`src/rtl/controlador_memoria_dados.sv`:
```
// controlador_memoria_dados
//   Load/store sequencer placed in front of a 64-bit, word-addressed data memory.
//   The memory has an asynchronous read and a synchronous write. One request is
//   served at a time. Requests are byte-addressed, little-endian, and sized B/H/W/D.
//   Misaligned requests complete with an error and never touch memory.
//   Loads extract the addressed field and then sign- or zero-extend it.
//   Sub-doubleword stores read the whole word, merge the new bytes in, and write it back.
//
// Ports
//   clk, reset      clock; synchronous active-high reset
//   req_valid       request handshake; req_ready is high only in IDLE
//   req_ready
//   req_we          1 = store, 0 = load
//   req_addr        byte address
//   req_size        0=B 1=H 2=W 3=D
//   req_unsigned    zero-extend loads when 1
//   req_wdata       store data, right-justified
//   rsp_valid       one-cycle completion pulse
//   rsp_err         misalignment flag; held until the next completion
//   rsp_rdata       load result; held until the next completion
//   mem_addr        word address
//   mem_we          memory write enable
//   mem_din         memory write data
//   mem_dout        memory read data (async)
module controlador_memoria_dados #(
  parameter int BITS      = 64,
  parameter int ADDR_BITS = 8
) (
  input  logic                 clk,
  input  logic                 reset,
  input  logic                 req_valid,
  output logic                 req_ready,
  input  logic                 req_we,
  input  logic [ADDR_BITS-1:0] req_addr,
  input  logic [1:0]           req_size,
  input  logic                 req_unsigned,
  input  logic [BITS-1:0]      req_wdata,
  output logic                 rsp_valid,
  output logic                 rsp_err,
  output logic [BITS-1:0]      rsp_rdata,
  output logic [ADDR_BITS-4:0] mem_addr,
  output logic                 mem_we,
  output logic [BITS-1:0]      mem_din,
  input  logic [BITS-1:0]      mem_dout
);

  typedef enum logic [1:0] {IDLE, ACCESS, WRITE, RESP} state_t;

  state_t state, state_nxt;

  logic [ADDR_BITS-1:0] addr_q;
  logic [1:0]           size_q;
  logic                 we_q;
  logic                 uns_q;
  logic [BITS-1:0]      wdata_q;
  logic [BITS-1:0]      rdbuf;
  logic                 accept;

  // A field of 2^size bytes must start on a multiple of its own size.
  function automatic logic misaligned(input logic [2:0] off, input logic [1:0] size);
    logic res;
    case (size)
      2'd0:    res = 1'b0;
      2'd1:    res = off[0];
      2'd2:    res = |off[1:0];
      default: res = |off;
    endcase
    return res;
  endfunction

  // Move lane 'off' down to lane 0, then extend from the top bit of the field.
  function automatic logic [BITS-1:0] extract(input logic [BITS-1:0] dout,
                                              input logic [2:0]      off,
                                              input logic [1:0]      size,
                                              input logic            uns);
    logic [BITS-1:0] sh;
    logic [BITS-1:0] res;
    sh = dout >> {off, 3'b000};
    case (size)
      2'd0:    res = {{56{~uns & sh[7]}},  sh[7:0]};
      2'd1:    res = {{48{~uns & sh[15]}}, sh[15:0]};
      2'd2:    res = {{32{~uns & sh[31]}}, sh[31:0]};
      default: res = sh;
    endcase
    return res;
  endfunction

  // Replace lanes off .. off+2^size-1 of 'old' with the low bytes of 'wdata'.
  function automatic logic [BITS-1:0] merge_lanes(input logic [BITS-1:0] old,
                                                  input logic [BITS-1:0] wdata,
                                                  input logic [2:0]      off,
                                                  input logic [1:0]      size);
    logic [BITS-1:0] res;
    int              j;
    int              nb;
    res = old;
    nb  = 1 << size;
    for (int k = 0; k < 8; k++) begin
      j = k - int'(off);
      if (j >= 0 && j < nb) res[8*k +: 8] = wdata[8*j +: 8];
    end
    return res;
  endfunction

  assign accept = req_valid & req_ready;

  always_comb begin
    state_nxt = state;
    req_ready = (state == IDLE);
    rsp_valid = 1'b0;
    mem_we    = 1'b0;
    mem_addr  = addr_q[ADDR_BITS-1:3];
    mem_din   = wdata_q;
    case (state)
      IDLE: begin
        if (req_valid)
          state_nxt = misaligned(req_addr[2:0], req_size) ? RESP : ACCESS;
      end
      ACCESS: begin
        if (we_q && size_q != 2'd3) begin
          state_nxt = WRITE;
        end else begin
          mem_we    = we_q;
          state_nxt = RESP;
        end
      end
      WRITE: begin
        mem_we    = 1'b1;
        mem_din   = merge_lanes(rdbuf, wdata_q, addr_q[2:0], size_q);
        state_nxt = RESP;
      end
      RESP: begin
        rsp_valid = 1'b1;
        state_nxt = IDLE;
      end
      default: state_nxt = IDLE;
    endcase
    // Nothing may reach memory or the requester while reset is asserted.
    if (reset) begin
      mem_we    = 1'b0;
      rsp_valid = 1'b0;
    end
  end

  // Control state and response registers
  always_ff @(posedge clk) begin
    if (reset) begin
      state     <= IDLE;
      rsp_err   <= 1'b0;
      rsp_rdata <= '0;
    end else begin
      state <= state_nxt;
      if (accept && misaligned(req_addr[2:0], req_size)) begin
        rsp_err   <= 1'b1;
        rsp_rdata <= '0;
      end else if (state == ACCESS) begin
        rsp_err   <= 1'b0;
        rsp_rdata <= we_q ? '0 : extract(mem_dout, addr_q[2:0], size_q, uns_q);
      end
    end
  end

  // Request capture and read buffer (data only, no reset needed)
  always_ff @(posedge clk) begin
    if (accept) begin
      addr_q  <= req_addr;
      size_q  <= req_size;
      we_q    <= req_we;
      uns_q   <= req_unsigned;
      wdata_q <= req_wdata;
    end
    if (state == ACCESS) rdbuf <= mem_dout;
  end

endmodule

```
`config.mk`:
```
export PLATFORM = sky130hd
export DESIGN_NAME = controlador_memoria_dados
export DESIGN_NICKNAME = d
export VERILOG_FILES = /design/src/rtl/controlador_memoria_dados.sv
export SDC_FILE = /design/constraint.sdc
export NUM_CORES = 1
export LEC_CHECK = 0
export ABC_AREA = 1
export BUFFER_PORTS_ARGS = -buffer_cell sky130_fd_sc_hd__buf_4
export CAP_MARGIN = 20
export CORE_UTILIZATION = 40
export DETAILED_ROUTE_END_ITERATION = 10
export PLACE_DENSITY = 0.59
export SYNTH_ARGS = -nofsm -noshare
export SYNTH_HDL_FRONTEND = slang
export SYNTH_SLANG_ARGS = --single-unit
```
`constraint.sdc`:
```
create_clock -name clk -period 4.7 [get_ports clk]
set_input_delay 0.94 -clock clk [delete_from_list [all_inputs] [get_ports clk]]
set_output_delay 0.94 -clock clk [all_outputs]
set_load 0.03 [all_outputs]
```
* Word-level counts from Yosys, hierarchy flattened
Index checks and enable logic that the tools add are counted.
Storage, ports and cells: logic and storage cells 100, output and inout bits 137, bits of input ports 143, bits in registers 207
Operators by class: multiplexer cells 26, $add $sub $neg 8, shifts and indexed selects 10, reductions and logical operators 17, magnitude comparators 16, bitwise gates (word level) 5, equality and inequality tests 9
Operators by type and width (count):
- $shiftx 64x7->8 | 8
- $lt 4x32->1 | 8
- $pmux 64 s3 | 1
- $mux 64 | 2
- $mux 8 | 8
- $shr 64x6->64 | 1
- $ge 4x1->1 const B | 8
- $shl 1x2->32 const A | 1
- $sub 3x3->4 const A | 4
- $logic_and 1x1->1 | 10
- $mux 1 | 10
- $eq 2x2->1 const B | 4
- $pmux 2 s4 | 1
- $sub 1x3->4 const A | 2
- $sub 2x3->4 const A | 2
- $eq 2x1->1 const B | 3
- $logic_not 2->1 | 3
- $and 1x1->1 | 4
- $mux 2 | 2
- $ne 2x2->1 const B | 2
- $reduce_or 2->1 | 2
- $pmux 1 s3 | 1
- $reduce_or 3->1 | 1
- $pmux 1 s2 | 1
- other kinds (2) | 2

* Depth between registers and ports, before layout
Gate-level depths: netlist of the first run.
word-level depth 7, depth in mapped cells 17, mapped depth without buffers 13

* Least setup slack after synthesis of the first run
Ideal clock, no wire load.
kind reg2out, start reg addr_q[2], end out mem_din[43], required time 3.760 ns, setup slack 1.006 ns, buffers on the path 5, stages on the path, launching flop included 14, arrival 2.754 ns, path through edfxtp_1 > inv_1 > buf_2 > buf_1 > ha_1 > clkbuf_1 > inv_1 > clkbuf_1 > buf_2 > o211ai_1 > nand3_1 > nand3_1 > nand3_1 > nand2_1
Between the ends: cells in the longest elaborated chain, start to end 5, elaborated cells on any way between the ends 7
Ends and longest elaborated chain:
- from (decl) | line 51 | logic [ADDR_BITS-1:0] addr_q;
- from (signal assigned) | line 166 | addr_q <= req_addr;
- $sub 3x3->4 (*) | line 99 | j = k - int'(off);
- $lt 4x32->1 / $ge 4x1->1 (equally long branches) | line 100 | if (j >= 0 && j < nb) res[8*k +: 8] = wdata[8*j +: 8];
- $logic_and 1x1->1 | line 100
- $mux 8 (*) | line 100
- $mux 64 (*) | line 114 | case (state)
- to (decl) | line 43 | output logic [BITS-1:0] mem_din,
Mark *: on every way between the ends. The rest lies on a longest branch, timed or not.

* Worst setup path after layout of the first run
start reg size_q[1], end out mem_din[14]
Between the ends: cells in the longest elaborated chain, start to end 5
Ends and longest elaborated chain:
- from (decl) | line 52 | logic [1:0] size_q;
- from (signal assigned) | line 167 | size_q <= req_size;
- $shl 1x2->32 | line 97 | nb = 1 << size;
- $lt 4x32->1 | line 100
- $logic_and 1x1->1 | line 100
- $mux 8 | line 100
- $mux 64 | line 114
No other way between the ends.

==> flow_summary.yaml, run 1 <==
run_status:
  status: "finished clean"
cts:
  cts_sinks: 207
  cts_made_buffers: 25
  cts_tree: "built"
  clk_path_buf_depth: 3
  cts.clk_slew.worst_paths_ns: 0.06
  clk-insertion-delay-late_ns: 0.56
  ctsHoldBuffers: 0
  htreeDepth: 1
  cts-root-buf: "clkbuf_16"
timing:
  max_freq_mhz: 219
  rsz0062_at_grt: "false"
  finalSetupTns_ns: 0
  setup_viol: 0
  drv_slew: 0
  hold_violations: 0
  post-route-min-period_ns: 4.57
  fin_crit_sh: 0.972
  holdWs_ns: 0.467
  worst_slew_pin_slew_ns: 1.09
  fin_worst_skew_ns: 0.0163
  relSlewSlack: 0.266
  fin_ws_ns: 0.131
detailed_routing:
  drc: 0
  wl_met3_um: 5090
  viasPerCell: 5.66
  wl_met1_um: 25900
  ant_nets: 0
  avgRoutedWirePerCell_um: 23.5
  vias: 14233
  top_layer: "met4"
  dr.pass1.iters: 5
  finalWirelength_um: 59200
  first_iter_violations: 1412
  wl_met2_um: 26000
cells_and_area:
  layout-drive-gt1-share: 0.196
  final_common_cell: "nand2_1"
  diodes: 0
  stdcell_area_um2: 16600
  num-nets-final: 2218
  layout.cells.non_filler: 2516
  n_fill_cell: 3490
  final_cell_mix: "nand2_1, buf_4, nand3_1"
  syn_to_final_growth_pct: 21.7
synthesis:
  synth-simple-area-share: 0.290
  postSynthAreaPerCell_um2: 7.34
  yosys.area_share.adder: 0.0230
  synth-seq-cells: 207
  yosysWarnings: 0
  seq_area_frac_synth: 0.408
  yosysTopAreaCell: "edfxtp_1"
  synth_xor_area_frac: 0.00304
  synth.area.top_cells: "edfxtp_1, nand2_1, dfxtp_1, nand3_1, a21oi_1"
  synth_top_family_by_area: "simple AND/OR/NAND/NOR gates"
  syn_nets: 2021
  muxShareOfSynthArea: 0.0147
  netlist_area_um2: 13600
  synth_compound_area_frac: 0.179
  post_synth_num_cell_types: 46
  syn_inst: 1853
  synth_top_area_frac: 0.309
floorplanning:
  die_h_um: 186
  core-area_um2: 33500
  initial_core_util: 0.406
  rows: 67
  fp.dieArea_um2: 34800
  ios: 280
  die_x_um: 186
worst_setup_path:
  required_ns: 3.76
  worstSetupPathType: "reg2out"
  worstSetupStartpointType: "register"
  critPathCaptureType: "output pin"
  arrival_ns: 3.63
  cp_max_fo: 19
  reg2reg_depth: 9
power:
  p_leak_nw: 7.33
  vdd_drop_max_v: 0.000384
  p_per_area_nw_per_um2: 574
run:
  cap_viol_max_count: 0
global_route:
  grt_pass1_vias: 13039
  grt_pass1_wl_um: 86000
  grtUsageTotal: 0.330
  grt_max_degree: 173
  antenna_found_initial: 1
  grt-ovfl-total: 0
place:
  place.gp.congestion: 0.955
  place_inst: 2471
  placed_area_um2: 15700
  io_buffers: 279
  pre_cts_ws_ns: 0.129
  dp_hpwl_um: 44700
worst_hold_path:
  worstHoldPathCells: 2
  hold_class: "reg2reg"
cell families after synthesis:
group,count (synthesis)
fa+ha+maj,25
simple gates,954
flops,207
buf+inv,228
compound gates,416
xor+xnor,3
mux,20
cell type report:
class	count	area (um2)	share of cell area
Clock buffer	29	641	0.0387
Clock inverter	16	165	0.00997
Inverter	95	367	0.0221
Multi-Input combinational cell	1418	6970	0.421
Sequential cell	207	5550	0.335
Tap cell	448	561	0.0339
Timing Repair Buffer	303	2310	0.139
cell usage after synthesis (all sizes together):
cell type and n:
a211oi 1, a21boi 1, a21oi 116, a22oi 4, a31oi 1, buf 83
clkbuf 50, clkinv 2, dfxtp 67, edfxtp 140, ha 25, inv 93
mux2i 20, nand2 698, nand3 166, nand3b 1, nand4 19, nor2 51
nor3 1, o211ai 38, o21ai 205, o21bai 42, o22ai 2, o311ai 6
or2 18, xnor2 2, xor2 1
stage by stage:
step	power, mW	util
finish	9.51	0.494
global route	9.97	0.494
floorplan	5.79	-
CTS	9.44	0.493
global placement	7.49	0.469
detailed placement	7.48	0.469
sequential cells by signal, indices dropped and copies added (netlist names):
signal and cells:
addr_q 8, rdbuf 64, rsp_err 1, rsp_rdata 64, size_q 2, state 2
uns_q 1, wdata_q 64, we_q 1
power breakdown:
part / internal (mW) / switching, mW / total [mW]
sequential: 2.40 / 0.266 / 2.67
combinational: 1.41 / 3.47 / 4.89
clock: 1.14 / 0.815 / 1.95
final timing paths:
kind	from	to	slack, ns
max	size_q[1]	mem_din[14]	0.13
min	rsp_rdata[42]	rsp_rdata[42]	0.47
max reg2reg	addr_q[2]	rsp_rdata[59]	1.63
min reg2reg	rsp_rdata[42]	rsp_rdata[42]	0.47
critical path, cell delays in order (launching register included):
cell	delay [ns]
edfxtp_1	0.57
inv_4	0.30
nand2_1	0.15
ha_1	0.31
inv_1	0.04
a21oi_1	0.36
nand2_1	0.10
nand3_1	0.37
nand2_1	0.23
nand2_1	0.12
nand3_1	0.17
nand2_1	0.16
buf_4	0.17
what timing repair did:
action                                 CTS  global route
setup endpoints to repair                8            15
setup buffers                            0             0
pin swaps                                0             0
resized for setup                        2             4
endpoints found under the hold margin    0             0
per-layer routing:
| metal | global-route usage | vias up |
|---|---|---|
| met2 | 0.510 | 717 |
| li1 | - | 6641 |
| met5 | 0 | - |
| met4 | 0.113 | 0 |
| met1 | 0.460 | 6774 |
| met3 | 0.0645 | 101 |
(Power assumes the default switching activity.)
==> inputs of run 2 (changes only) <==
CORE_UTILIZATION = 55   (was 40)
PLACE_DENSITY = 0.78   (was 0.59)
==> run 2 against run 1 <==
Sequential share of layout area grew 0.45 points. Die area fell by 27%. First-iteration DRC count up 43%. Clock skew increased by 0.0064 ns. Critical endpoint is now mem_din[50]. Highest routed layer unchanged. Sequential cell count did not move. Global-route usage increased by 8.3 points. Maximum frequency is 5.2% higher. Setup slack better by 0.23 ns. Clock power shrank 9%. Power is 2.7% lower. Final area shrank 1.3%. Count of clock-buffer cells in the layout decreased by 4.
==> flow_summary.yaml, run 2 (synthesis gave the netlist of run 1 again) <==
run_status:
  status: "finished clean"
worst_setup_path:
  critPathCaptureType: "output pin"
  slowest_stage: "buf_4"
  path_cells: "buf_4 > ha_1 > inv_1 > a21oi_2 > ha_1 > nand2_1 > nand2_2 > o21bai_1 > a22oi_1 > buf_4"
  worstSetupStartpointType: "register"
  arrival_ns: 3.40
  reg2reg_from: "addr_q[1]"
  startpoint: "addr_q[2]"
  cp_max_fo: 62
  critical_path_buf_inv_count: 3
  worstSetupPathType: "reg2out"
  crit_family: "buffers and inverters"
  slowest_delay_ns: 0.57
  required_ns: 3.76
detailed_routing:
  vias: 14374
  dr.pass1.iters: 6
  viasPerCell: 6.00
  ant_nets: 0
  avgRoutedWirePerCell_um: 22.2
  finalWirelength_um: 53300
  drc: 0
  first_iter_violations: 2017
power:
  vdd_drop_max_v: 0.000539
  power_mw: 9.25
  seq_power_share: 0.288
  swShare: 0.478
  pwr-share-comb: 0.522
  p_per_area_nw_per_um2: 566
  p_leak_nw: 7.34
  clkPwrFrac: 0.191
  p_switching_mw: 4.42
  p_int_mw: 4.83
cts:
  ctsHoldBuffers: 0
  cts_made_buffers: 23
  clk-insertion-delay-late_ns: 0.53
  clk_path_buf_depth: 3
  htreeDepth: 1
  cts.clk_slew.worst_paths_ns: 0.06
  cts_sinks: 207
  cts_setup_buffers: 0
  cts_resized: 0
  cts-root-buf: "clkbuf_16"
  cts_tree: "built"
cells_and_area:
  final_common_cell: "nand2_1"
  layout.cells.non_filler: 2397
  syn_to_final_growth_pct: 20.1
  final_cell_mix: "nand2_1, buf_4, nand3_1"
  num-nets-final: 2225
  diodes: 0
  layout-drive-gt1-share: 0.199
  final_util: 0.672
  reg_top3: "rdbuf: 64 flops, rsp_rdata: 64 flops, wdata_q: 64 flops"
timing:
  post-route-min-period_ns: 4.34
  max_freq_mhz: 230
  setup_viol: 0
  holdWs_ns: 0.467
  hold_violations: 0
  finalSetupTns_ns: 0
  fin_worst_skew_ns: 0.0227
  rsz0062_at_grt: "false"
  relSlewSlack: 0.365
  worst_slew_pin_slew_ns: 0.953
  fin_crit_sh: 0.924
  drv_slew: 0
global_route:
  grtUsageTotal: 0.414
  grt_pass1_vias: 13204
  antenna_found_initial: 0
  grt_pass1_wl_um: 79400
  grt_max_degree: 72
  grt-ovfl-total: 0
worst_hold_path:
  min_from: "rsp_rdata[37]"
  hold_class: "reg2reg"
floorplanning:
  ios: 280
  die_x_um: 159
  die_h_um: 159
  rows: 57
  initial_core_util: 0.559
  fp.dieArea_um2: 25400
  core-area_um2: 24300
place:
  place_inst: 2356
  place.gp.congestion: 1.04
  dp_hpwl_um: 40600
  io_buffers: 279
run:
  cap_viol_max_count: 0
-- run 2: cell count changes in the layout (fill, tap and decap cells not counted), moves of 2 or more --
| cell | before | now |
|---|---|---|
| clkinvlp_4 | 2 | 0 |
| clkbuf_16 | 25 | 23 |
| inv_4 | 2 | 5 |
| buf_4 | 301 | 311 |
| clkbuf_1 | 4 | 2 |
| clkinv_1 | 7 | 4 |
-- run 2: final timing paths --
kind	slack (ns)	endpoint	cells past startpoint
hold reg to reg	0.47	rsp_rdata[37]	2
setup reg to reg	1.54	rsp_rdata[22]	11
hold / removal	0.47	rsp_rdata[37]	2
setup / recovery	0.36	mem_din[50]	10
-- run 2: stage by stage --
step	setup WS (ns)	cell area [um2]
floorplan	1.01	13600
global placement	0.982	15600
finish	0.358	16300
global route	0.214	16300
detailed placement	0.984	15600
CTS	0.425	16300
-- run 2: worst reg2reg max path, cell delays in order, from the launching register on --
cell	delay [ns]
edfxtp_1	0.37
buf_4	0.51
buf_4	0.56
nand3_1	0.18
nand3_1	0.11
nand2_1	0.11
nand2_2	0.24
nand2_2	0.29
inv_2	0.34
nand2_1	0.17
nand2_1	0.10
a21oi_1	0.06
-- run 2: final cells by class --
type,count,area (um2)
multi-input combinational,1418,6950
sequential,207,5550
clock inverter,16,139
fill,2112,7980
timing repair buffer,312,2350
clock buffer,25,583
tap,324,405
inverter,95,362
-- run 2: power by group through the flow --
stage	logic, mW	clock network (mW)	registers [mW]
finish	4.82	1.77	2.66
CTS	4.72	1.78	2.64
global route	5.16	1.83	2.67
global placement	4.67	0	2.68
detailed placement	4.70	0	2.68
floorplan	3.12	0	2.67
-- run 2: metal layers --
metal,share of wire,vias to the layer above,global-route usage
met3,0.12,184,0.112
met1,0.39,6606,0.546
met2,0.43,942,0.608
met4,0.066,0,0.247
met5,0,-,0
li1,-,6642,-
==> inputs of run 3 (changes only) <==
MAX_ROUTING_LAYER = met4   (was unset)
==> run 3 against run 2 <==
Routed wire length grew 5.6%. Power up 3.9%. Setup slack lost 0.21 ns. Sequential share of layout area shrank 0.29 points. Highest routed layer unchanged.
==> flow_summary.yaml, run 3 (synthesis gave the netlist of run 1 again) <==
detailed_routing:
  drc: 0
  dr.pass1.iters: 6
  avgRoutedWirePerCell_um: 23.5
  viasPerCell: 6.16
  ant_nets: 0
  finalWirelength_um: 56300
  vias: 14759
  first_iter_violations: 2389
power:
  seq_power_share: 0.276
  p_switching_mw: 4.54
  p_per_area_nw_per_um2: 583
  pwr-share-comb: 0.513
  clkPwrFrac: 0.211
  p_int_mw: 5.07
  vdd_drop_max_v: 0.000578
  p_leak_nw: 7.39
  swShare: 0.472
global_route:
  grtUsageTotal: 0.448
  grt-ovfl-total: 0
  grt_pass1_vias: 13479
  grt_pass1_wl_um: 83100
  antenna_found_initial: 0
  grt_max_degree: 174
timing:
  setup_viol: 0
  fin_worst_skew_ns: 0.0154
  holdWs_ns: 0.466
  max_freq_mhz: 220
  hold_violations: 0
  drv_slew: 0
  worst_slew_pin_slew_ns: 0.990
  rsz0062_at_grt: "false"
  relSlewSlack: 0.340
  finalSetupTns_ns: 0
  fin_crit_sh: 0.968
  post-route-min-period_ns: 4.55
worst_setup_path:
  crit_family: "buffers and inverters"
  worstSetupStartpointType: "register"
  critical_path_buf_inv_count: 3
  arrival_ns: 3.61
  worstSetupPathType: "reg2out"
  cpMostUsedCell: "nand2_1"
  slowest_delay_ns: 0.70
  path_cells: "inv_4 > ha_2 > clkinv_1 > nand2_1 > nand2_1 > o21ai_0 > nand2_1 > o211ai_2 > o21ai_0 > buf_4"
  required_ns: 3.76
  critPathCaptureType: "output pin"
  slowest_stage: "clkinv_1"
  cp_max_fo: 28
floorplanning:
  ios: 280
  rows: 57
  die_x_um: 159
  core-area_um2: 24300
  die_h_um: 159
  initial_core_util: 0.559
  fp.dieArea_um2: 25400
cts:
  cts_sinks: 207
  cts_made_buffers: 24
  clk-insertion-delay-late_ns: 0.54
  cts_tree: "built"
  clk_path_buf_depth: 3
  cts-root-buf: "clkbuf_16"
  ctsHoldBuffers: 0
  cts_resized: 0
  htreeDepth: 1
  cts.clk_slew.worst_paths_ns: 0.06
  cts_setup_buffers: 0
cells_and_area:
  reg_top3: "rdbuf: 64 flops, rsp_rdata: 64 flops, wdata_q: 64 flops"
  final_cell_mix: "nand2_1, buf_4, nand3_1"
  diodes: 0
  syn_to_final_growth_pct: 21.1
  final_common_cell: "nand2_1"
  layout-drive-gt1-share: 0.199
  num-nets-final: 2224
  final_util: 0.678
worst_hold_path:
  hold_class: "reg2reg"
place:
  place.gp.congestion: 1.12
  io_buffers: 279
  dp_hpwl_um: 42200
run:
  cap_viol_max_count: 0
run_status:
  status: "finished clean"
==> run 3: metrics by stage <==
stage	power, mW	std cells	setup WS [ns]	cell area, um2
finish	9.61	2396	0.150	16500
global route	9.97	2396	0.0956	16500
CTS	9.45	2395	0.261	16500
detailed placement	7.42	2353	0.856	15600
global placement	7.36	2352	0.896	15600
floorplan	5.79	1853	1.01	13600
==> run 3: final cells by class <==
class,instances,area (um2)
inverter,95,362
timing repair buffer,310,2370
fill,2005,7840
sequential,207,5550
clock inverter,9,159
clock buffer,33,688
multi-input combinational,1418,6950
tap,324,405
==> run 3: power groups by stage <==
stage,combinational [mW],clock [mW],sequential (mW)
6_report,4.93,2.03,2.66
5_1_grt,5.22,2.08,2.67
4_1_cts,4.78,2.03,2.64
3_5_place_dp,4.75,0,2.67
3_3_place_gp,4.70,0,2.67
2_1_floorplan,3.12,0,2.67
==> run 3: final timing paths <==
path	startpoint	endpoint	slack, ns	depth (start not counted)
max	addr_q[0]	mem_din[37]	0.15	10
min reg2reg	rsp_rdata[35]	rsp_rdata[35]	0.47	2
max reg2reg	addr_q[1]	rsp_rdata[24]	1.59	11
min	rsp_rdata[35]	rsp_rdata[35]	0.47	2
==> run 3: worst reg2reg max path, stage by stage (launching register included) <==
cell,delay (ns)
edfxtp_1,0.36
buf_4,0.46
buf_4,0.59
nand3_1,0.19
nand3_1,0.12
nand2_1,0.11
nand2_2,0.23
nand2_2,0.28
inv_2,0.33
nand2_1,0.15
nand2_1,0.09
a21oi_1,0.06
==> run 3: metal layers <==
metal	vias to the layer above	track usage	wire [um]
met3	200	0.0938	7180
met5	-	-	0
met4	0	0.215	3460
met2	1189	0.662	24300
li1	6645	-	-
met1	6725	0.585	21300
